<file path="src/rtl/ps2_host_tx.sv">
// PS/2 host-to-device command transmitter.
// Inhibits the bus, issues a request-to-send, shifts one byte, parity and
// stop bit out on device clock edges, then checks for the device ACK.
// Every failure path releases both lines and reports a 2-bit error code.
`timescale 1ns/1ps

module ps2_host_tx #(
    parameter int unsigned INHIBIT_CYCLES = 10000,
    parameter int unsigned START_TIMEOUT  = 1500000,
    parameter int unsigned PACKET_TIMEOUT = 200000
) (
    input  logic       clk,
    input  logic       reset,
    input  logic       ps2_clk_in,
    input  logic       ps2_data_in,
    output logic       ps2_clk_oe,
    output logic       ps2_data_oe,
    input  logic [7:0] tx_data,
    input  logic       tx_valid,
    output logic       tx_ready,
    output logic       done,
    output logic       err,
    output logic [1:0] err_code
);

    // One shared timer covers inhibit, start timeout and packet timeout,
    // since those intervals never overlap.
    localparam int unsigned MAX_AB = (INHIBIT_CYCLES > START_TIMEOUT) ? INHIBIT_CYCLES : START_TIMEOUT;
    localparam int unsigned MAX_T  = (MAX_AB > PACKET_TIMEOUT) ? MAX_AB : PACKET_TIMEOUT;
    localparam int unsigned CNT_W  = $clog2(MAX_T + 1);
    localparam int unsigned BIT_W  = 4;
    localparam int unsigned SH_W   = 9;

    localparam logic [CNT_W-1:0] INH_LAST   = CNT_W'(INHIBIT_CYCLES - 1);
    localparam logic [CNT_W-1:0] START_LAST = CNT_W'(START_TIMEOUT - 1);
    localparam logic [CNT_W-1:0] PKT_LAST   = CNT_W'(PACKET_TIMEOUT - 1);

    localparam logic [1:0] ERR_NONE   = 2'b00;
    localparam logic [1:0] ERR_START  = 2'b01;
    localparam logic [1:0] ERR_PACKET = 2'b10;
    localparam logic [1:0] ERR_NOACK  = 2'b11;

    typedef enum logic [2:0] {
        S_IDLE,
        S_INHIBIT,
        S_REQ,
        S_SHIFT,
        S_ACK,
        S_WAIT_IDLE
    } state_t;

    state_t            state, state_d;
    logic [CNT_W-1:0]  cnt, cnt_d, cnt_inc;
    logic [BIT_W-1:0]  bit_cnt, bit_cnt_d, bit_inc;
    logic [SH_W-1:0]   sh, sh_d;
    logic              clk_oe_d, data_oe_d;
    logic              tx_ready_d, done_d, err_d;
    logic [1:0]        err_code_d;
    logic              pkt_expired;
    logic              abort;
    logic [1:0]        abort_code;

    logic clk_meta, clk_sync, clk_prev;
    logic data_meta, data_sync;
    logic fall;

    // Two-flop synchronizers plus one history flop for clock edge detection.
    always_ff @(posedge clk) begin
        if (reset) begin
            clk_meta  <= 1'b1;
            clk_sync  <= 1'b1;
            clk_prev  <= 1'b1;
            data_meta <= 1'b1;
            data_sync <= 1'b1;
        end else begin
            clk_meta  <= ps2_clk_in;
            clk_sync  <= clk_meta;
            clk_prev  <= clk_sync;
            data_meta <= ps2_data_in;
            data_sync <= data_meta;
        end
    end

    assign fall = clk_prev & ~clk_sync;

    // State, counters and registered outputs.
    always_ff @(posedge clk) begin
        if (reset) begin
            state       <= S_IDLE;
            cnt         <= '0;
            bit_cnt     <= '0;
            sh          <= '0;
            ps2_clk_oe  <= 1'b0;
            ps2_data_oe <= 1'b0;
            tx_ready    <= 1'b1;
            done        <= 1'b0;
            err         <= 1'b0;
            err_code    <= ERR_NONE;
        end else begin
            state       <= state_d;
            cnt         <= cnt_d;
            bit_cnt     <= bit_cnt_d;
            sh          <= sh_d;
            ps2_clk_oe  <= clk_oe_d;
            ps2_data_oe <= data_oe_d;
            tx_ready    <= tx_ready_d;
            done        <= done_d;
            err         <= err_d;
            err_code    <= err_code_d;
        end
    end

    // Next-state and next-output logic; aborts are collected and applied last.
    always_comb begin
        state_d     = state;
        cnt_d       = cnt;
        bit_cnt_d   = bit_cnt;
        sh_d        = sh;
        clk_oe_d    = ps2_clk_oe;
        data_oe_d   = ps2_data_oe;
        done_d      = 1'b0;
        err_d       = 1'b0;
        err_code_d  = err_code;
        abort       = 1'b0;
        abort_code  = ERR_NONE;
        cnt_inc     = cnt + CNT_W'(1);
        bit_inc     = (bit_cnt == '1) ? bit_cnt : bit_cnt + BIT_W'(1);
        pkt_expired = (cnt >= PKT_LAST);

        case (state)
            S_IDLE: begin
                clk_oe_d  = 1'b0;
                data_oe_d = 1'b0;
                if (tx_valid) begin
                    // Odd parity: the parity bit makes the total count of ones odd.
                    sh_d       = {~^tx_data, tx_data};
                    err_code_d = ERR_NONE;
                    cnt_d      = '0;
                    bit_cnt_d  = '0;
                    state_d    = S_INHIBIT;
                    clk_oe_d   = 1'b1;
                    data_oe_d  = (INH_LAST == '0);
                end
            end

            S_INHIBIT: begin
                if (cnt == INH_LAST) begin
                    // Clock released, data stays low as the start bit.
                    state_d   = S_REQ;
                    clk_oe_d  = 1'b0;
                    data_oe_d = 1'b1;
                    cnt_d     = '0;
                end else begin
                    cnt_d     = cnt_inc;
                    clk_oe_d  = 1'b1;
                    data_oe_d = (cnt_inc == INH_LAST);
                end
            end

            S_REQ: begin
                if (fall) begin
                    // First device edge: put bit 0 on the line, start packet timer.
                    state_d   = S_SHIFT;
                    data_oe_d = ~sh[0];
                    sh_d      = {1'b1, sh[SH_W-1:1]};
                    bit_cnt_d = bit_inc;
                    cnt_d     = '0;
                end else if (cnt == START_LAST) begin
                    abort      = 1'b1;
                    abort_code = ERR_START;
                end else begin
                    cnt_d = cnt_inc;
                end
            end

            S_SHIFT: begin
                if (pkt_expired) begin
                    abort      = 1'b1;
                    abort_code = ERR_PACKET;
                end else begin
                    cnt_d = cnt_inc;
                    if (fall) begin
                        // Register refills with ones, so edge 10 drives the stop bit.
                        data_oe_d = ~sh[0];
                        sh_d      = {1'b1, sh[SH_W-1:1]};
                        bit_cnt_d = bit_inc;
                        if (bit_cnt == BIT_W'(9)) begin
                            state_d = S_ACK;
                        end
                    end
                end
            end

            S_ACK: begin
                if (fall) begin
                    bit_cnt_d = bit_inc;
                    if (!data_sync) begin
                        state_d = S_WAIT_IDLE;
                        cnt_d   = cnt_inc;
                    end else begin
                        abort      = 1'b1;
                        abort_code = ERR_NOACK;
                    end
                end else if (pkt_expired) begin
                    abort      = 1'b1;
                    abort_code = ERR_PACKET;
                end else begin
                    cnt_d = cnt_inc;
                end
            end

            S_WAIT_IDLE: begin
                // Further clock edges are ignored; only bus-idle matters here.
                if (clk_sync && data_sync) begin
                    done_d  = 1'b1;
                    state_d = S_IDLE;
                end else if (pkt_expired) begin
                    abort      = 1'b1;
                    abort_code = ERR_PACKET;
                end else begin
                    cnt_d = cnt_inc;
                end
            end

            default: begin
                state_d   = S_IDLE;
                clk_oe_d  = 1'b0;
                data_oe_d = 1'b0;
            end
        endcase

        if (abort) begin
            state_d    = S_IDLE;
            clk_oe_d   = 1'b0;
            data_oe_d  = 1'b0;
            err_d      = 1'b1;
            err_code_d = abort_code;
        end

        tx_ready_d = (state_d == S_IDLE);
    end

endmodule

</file>
<file path="config.mk">
export PLATFORM = sky130hd
export DESIGN_NAME = ps2_host_tx
export DESIGN_NICKNAME = d
export VERILOG_FILES = /design/src/rtl/ps2_host_tx.sv
export SDC_FILE = /design/constraint.sdc
export NUM_CORES = 1
export LEC_CHECK = 0
export ABC_AREA = 1
export BUFFER_PORTS_ARGS = -buffer_cell sky130_fd_sc_hd__buf_2
export CAP_MARGIN = 40
export CORE_MARGIN = 1
export CORE_UTILIZATION = 55
export CTS_CLUSTER_DIAMETER = 80
export DETAILED_ROUTE_END_ITERATION = 10
export PLACE_DENSITY = 0.73
export SYNTH_ARGS = -nofsm -noshare
export SYNTH_HDL_FRONTEND = slang
export SYNTH_SLANG_ARGS = --single-unit
</file>
<file path="constraint.sdc">
create_clock -name clk -period 3.8 [get_ports clk]
set_clock_uncertainty 0.2 [all_clocks]
set_input_delay 0.76 -clock clk [delete_from_list [all_inputs] [get_ports clk]]
set_output_delay 0.76 -clock clk [all_outputs]
set_load 0.01 [all_outputs]
</file>
======== Yosys cells after proc, flatten, opt, wreduce, memory -nomap -nowiden ========
Cells that the tools add are included.
operators by class
  $add $sub $neg .......................... 2
  order comparisons ....................... 1
  equal/unequal tests ..................... 15
  multiplexer cells ....................... 55
  bitwise logic cells ..................... 5
  reduce and logical (&&, ||, !) cells .... 19
operator list
  operator                 count
  $mux W21                 8
  $pmux W21 S6             1
  $eq A21 B14 Y1 const B   2
  $mux W3                  10
  $mux W9                  3
  $pmux W9 S3              1
  $add A21 B1 Y21 const B  1
  $eq A21 B21 Y1 const B   1
  $ge A21 B18 Y1 const B   1
  $pmux W3 S6              1
  $mux W4                  4
  $mux W1                  15
  $mux W2                  7
  $pmux W4 S3              1
  $eq A4 B4 Y1 const B     2
  $pmux W1 S4              2
  $pmux W2 S4              1
  $reduce_or A2 Y1         4
  $reduce_xnor A8 Y1       1
  $eq A3 B2 Y1 const B     2
  $eq A3 B3 Y1 const B     2
  $logic_not A3 Y1         2
  $ne A2 B2 Y1 const B     3
  $ne A3 B3 Y1 const B     2
  other kinds (13)         20
word-level totals
  register bits ........................... 49
  output and inout bits ................... 7
  word-level logic and storage cells ...... 112

======== Longest topological paths before layout ========
  word-level depth ........................ 7
  gate-level depth with buffers ........... 14
  depth with buffers taken out ............ 14

======== Least setup slack after synthesis ========
Ideal clock, no wire load.
  path type ............................... reg-to-reg
  from .................................... register cnt[1]
  to ...................................... register cnt[11]
  arrival time ............................ 1580 ps
  required time ........................... 3468 ps
  setup slack ............................. 1888 ps
  cell stages (with the launch flop) ...... 12
  path buffers ............................ 1
  period minus slack after synthesis ...... 1912 ps
  cell sequence ........................... dfxtp_1 -> ha_1 -> nand3_2 -> nor2_1 -> nand3_1 -> a21oi_2 -> nand2_4 -> buf_6 -> nand2_1 -> nand2_1 -> nand2_1 -> a21oi_1
on the way
  cells in the longest elaborated chain, start to end .. 4
  elaborated cells between the ends (all ways) .. 14
RTL lines
  element                                            line           source
  start: declaration                                 53             logic [CNT_W-1:0] cnt, cnt_d, cnt_inc;
  start signal: assignment                           101            cnt <= cnt_d;
  $add A21 B1 Y21 or $ge A21 B18 Y1 (tied branches)  126, 128
  $mux W21 (on tied branches)                        -
  $mux W21 (on tied branches)                        214, 161, 195
  $pmux W21 S6                                       130            case (state)
Parallel ways exist; a longest one is shown, timed or not. The select of a mux whose other input is x is not followed.
A chain may end at the register's enable or synchronous reset.

======== Worst setup path after layout ========
  from .................................... register cnt[1]
  to ...................................... register bit_cnt[2]
on the way
  cells in the longest elaborated chain, start to end .. 3
RTL lines
  element                             line  source
  $ge A21 B18 Y1                      128   pkt_expired = (cnt >= PKT_LAST);
  $ne A2 B2 Y1 (no source line)       -
  $reduce_and A3 Y1 (no source line)  -
  end signal: assignment              102   bit_cnt <= bit_cnt_d;
  end: declaration                    54    logic [BIT_W-1:0] bit_cnt, bit_cnt_d, bit_inc;
No other way between the ends.

==> qor.yml <==
status:
  run_status: "complete, no violations"
floorplanning:
  die_height_microns: 81.1
  floorplan.io_pins: 20
  floorplan.die_area_sq_um: 6580
  core_area_sq_um: 5990
  die_w_microns: 81.1
  standard_cell_row_count: 28
  initial_utilization_pct: 57.5
synth:
  syn_nets: 600
  post_synth_inst_count: 583
  synth.avg_cell_area_sq_um: 5.90
  synth.lib_cells_used.distinct: 32
  synth_enable_flop_cells: 0
  synth-warning-count: 0
  synth_seq_cells: 49
  synth-async-reset-ratio_pct: 0
  proportion_of_synthesized_chip_area_in_sequential_cells_pct: 28.5
  synth_area_sq_um: 3440
  postSynth.topFlopCell: "sky130_fd_sc_hd__dfxtp_1"
sta:
  drv_slew: 0
  timing_hold_violations_final: 0
  worst_slew_pin_slew_ns: 0.619
  slew_headroom_pct: 58.7
  finalCritPeriodShare_pct: 63.8
  timing.final.setup_violations: 0
  finalCriticalPeriod_ns: 2.42
  grt_setup_unrepaired: "no"
  setup_slack_ns: 1.38
  max_clock_freq_mhz: 413
  totalNegativeSetupSlack_ns: 0
route:
  drt.antenna.violating_nets: 0
  wl_per_cell_microns: 12.1
  drt_first_iter_violations: 218
  finalWirelength_mm: 8.09
  drtPass1Iterations: 5
  vias: 3513
  detail_route.vias_per_cell: 5.25
  drt_drc_violations_left: 0
global_routing:
  aggregate_global_routing_overflow: 0
  first_global_vias: 3029
  maximum_number_of_pins_on_one_net_before_global_route_repair: 37
  grt.total_usage_pct: 26.5
  antenna_found_initial: 0
  grt_first_pass_wirelength_mm: 13.7
cells_and_area:
  final.fill_count: 602
  insertedDiodeCount: 0
  drive_gt1_share_pct: 11.3
  finish.net_count: 610
  mostFrequentLayoutCells: "sky130_fd_sc_hd__nand2_1 (193), sky130_fd_sc_hd__nor2_1 (71), sky130_fd_sc_hd__inv_1 (70)"
  layout-area-overhead-vs-synth_pct: 5.63
  instances_no_fill: 669
  most_frequent_standard_cell_in_the_layout_excluding_fill_and_tap_cells: "sky130_fd_sc_hd__nand2_1"
  fin_area_sq_um: 3640
setup_path:
  cpPeakStageDelay_ns: 0.46
  required_ns: 3.80
  end_of_the_worst_register_to_register_path: "bit_cnt[2]"
  timing.critical_path.to_type: "flip-flop"
  crit_path_top_delay_cell: "sky130_fd_sc_hd__dfxtp_1"
  cp_cell_sequence: "ha_1 -> nand2_1 -> inv_1 -> nand3_1 -> nand3_1 -> nand2_2 -> nand2_2 -> nand2_2 -> nand2_1 -> inv_2 -> nand2_1 -> nand2_1 -> nand2_1 -> nor2_1"
  cp_max_fo: 21
  crit_arrival_ns: 2.42
  worst_setup_sp_type: "flip-flop"
  regToRegSetupSlack_ns: 1.38
  critical_path.most_common_cell: "sky130_fd_sc_hd__nand2_1"
  timing.reg2reg.worst_path_depth: 14
  worstSetupPathType: "flip-flop to flip-flop"
  worst_r2r_startpoint: "cnt[1]"
clocking:
  tritoncts: "yes"
  clock_sink_count: 49
  clk_pin_slew_worst_paths_ns: 0.10
  cts-buffers-inserted: 5
  cts-hold-fix-buffers: 0
  h-tree-depth: 2
  cts.repair_timing.setup_buffer_count: 0
  clk_latency_ns: 0.30
  buffer_type_at_the_clock_tree_root: "sky130_fd_sc_hd__clkbuf_8"
  cts-root-to-sink-buffers: 2
  count_of_instances_resized_after_the_clock_tree_is_built: 0
place:
  place.port_buffers: 19
  gp_congestion: 0.977
  detailed_place.area_sq_um: 3550
  place_inst: 661
  place.detailed.hpwl_mm: 6.12
  dp_worst_setup_slack_ns: 1.42
hold_path:
  hold_path_depth: 1
  hold_start: "data_meta"
  hold-path-endpoint: "data_sync"
  min-delay-path-class: "flip-flop to flip-flop"
pwr:
  power_frac_clock_pct: 32.0
  power.switching_mw: 0.269
  p_comb_share_pct: 12.4
  worst_vdd_drop_mv: 0.213
  power-per-cell-area_nw_per_um2: 268
  power_switching_share_pct: 27.6
  seq_power_share_pct: 55.6
  p_leak_nw: 1.73
  total_internal_power_mw: 0.704
run:
  maxCapViolations: 0
==> kinds of logic after synthesis <==
| logic type | synth area share (%) |
|---|---|
| AO/OA/AOI/OAI | 9.31 |
| adder cells (fa/ha/maj) | 1.45 |
| buffers and inverters | 11.4 |
| flip-flops | 28.5 |
| XOR/XNOR | 3.05 |
| AND/OR/NAND/NOR | 46.3 |
==> per-stage QoR <==
step | util, % | total power [mW] | hold WS [ns]
after floorplan | - | 0.645 | 0.189
after global placement | 59.2 | 0.670 | 0.190
after detailed placement | 59.2 | 0.673 | 0.197
after CTS | 60.7 | 0.982 | 0.221
after global routing | 60.7 | 1.02 | 0.243
final | 60.7 | 0.973 | 0.218
==> cell type report <==
| class | count | area [sq um] | share of cell area, % |
|---|---|---|---|
| sequential | 49 | 981 | 27.0 |
| inverter | 76 | 285 | 7.85 |
| tap | 75 | 93.8 | 2.58 |
| timing repair buffer | 22 | 118 | 3.23 |
| multi-input combinational | 439 | 2070 | 56.9 |
| clock inverter | 3 | 21.3 | 0.585 |
| clock buffer | 5 | 68.8 | 1.89 |
==> power by group through the flow <==
stage,Combinational [mW],Clock (mW),Sequential (mW)
after floorplan,0.0934,0,0.552
after global placement,0.117,0,0.553
after detailed placement,0.120,0,0.553
after CTS,0.120,0.320,0.542
after global routing,0.136,0.340,0.544
final,0.121,0.311,0.541
==> layer usage <==
metal,routed length (microns),global-route usage (%),up-vias
met3,433,2.70,14
met1,3710,35.7,1562
met5,0,0,-
li1,-,-,1836
met2,3810,44.1,101
met4,136,8.57,0
==> registers in the layout, summed over array words and instances, names as in the netlist, 2 cells and up <==
name / flops
bit_cnt: 4
cnt: 21
state: 3
err_code: 2
sh: 9
==> worst max path at each step <==
stage | from | endpoint | slack, ns
detailed placement | state[2] | cnt[11] | 1.42
global route | cnt[1] | bit_cnt[1] | 1.13
floorplan | cnt[1] | cnt[11] | 1.89
finish | cnt[1] | bit_cnt[2] | 1.38
global placement | cnt[10] | bit_cnt[2] | 1.43
CTS | state[2] | cnt[11] | 1.39
==> cells in the mapped netlist (3+ instances only) <==
master	number	area, sq um
sky130_fd_sc_hd__nand4_1	10	62.6
sky130_fd_sc_hd__nand3b_1	4	30.0
sky130_fd_sc_hd__nand3_2	3	30.0
sky130_fd_sc_hd__clkbuf_1	7	26.3
sky130_fd_sc_hd__xor2_1	6	52.6
sky130_fd_sc_hd__buf_6	3	33.8
sky130_fd_sc_hd__inv_1	70	263
sky130_fd_sc_hd__ha_1	4	50.1
sky130_fd_sc_hd__buf_2	8	40.0
sky130_fd_sc_hd__a21oi_1	30	150
sky130_fd_sc_hd__xnor2_1	6	52.6
sky130_fd_sc_hd__o21ai_1	4	20.0
sky130_fd_sc_hd__o21ai_0	23	115
sky130_fd_sc_hd__nor3_1	6	30.0
sky130_fd_sc_hd__nor2_1	71	267
sky130_fd_sc_hd__dfxtp_1	49	981
sky130_fd_sc_hd__or2_2	5	31.3
sky130_fd_sc_hd__nand2_4	3	33.8
sky130_fd_sc_hd__nand2_1	193	724
sky130_fd_sc_hd__nor2_2	7	43.8
sky130_fd_sc_hd__nand3_1	48	240
sky130_fd_sc_hd__inv_2	6	22.5
sky130_fd_sc_hd__nand2_2	6	37.5
==> worst max-delay path: cells and delay by family, from the launching register on <==
kind / cells / cell delay (ns)
AND/OR/NAND/NOR: 11 / 1.25
flip-flops: 1 / 0.46
adder cells (fa/ha/maj): 1 / 0.25
buffers and inverters: 2 / 0.16
Note: power is estimated with default switching activity, not from simulation.
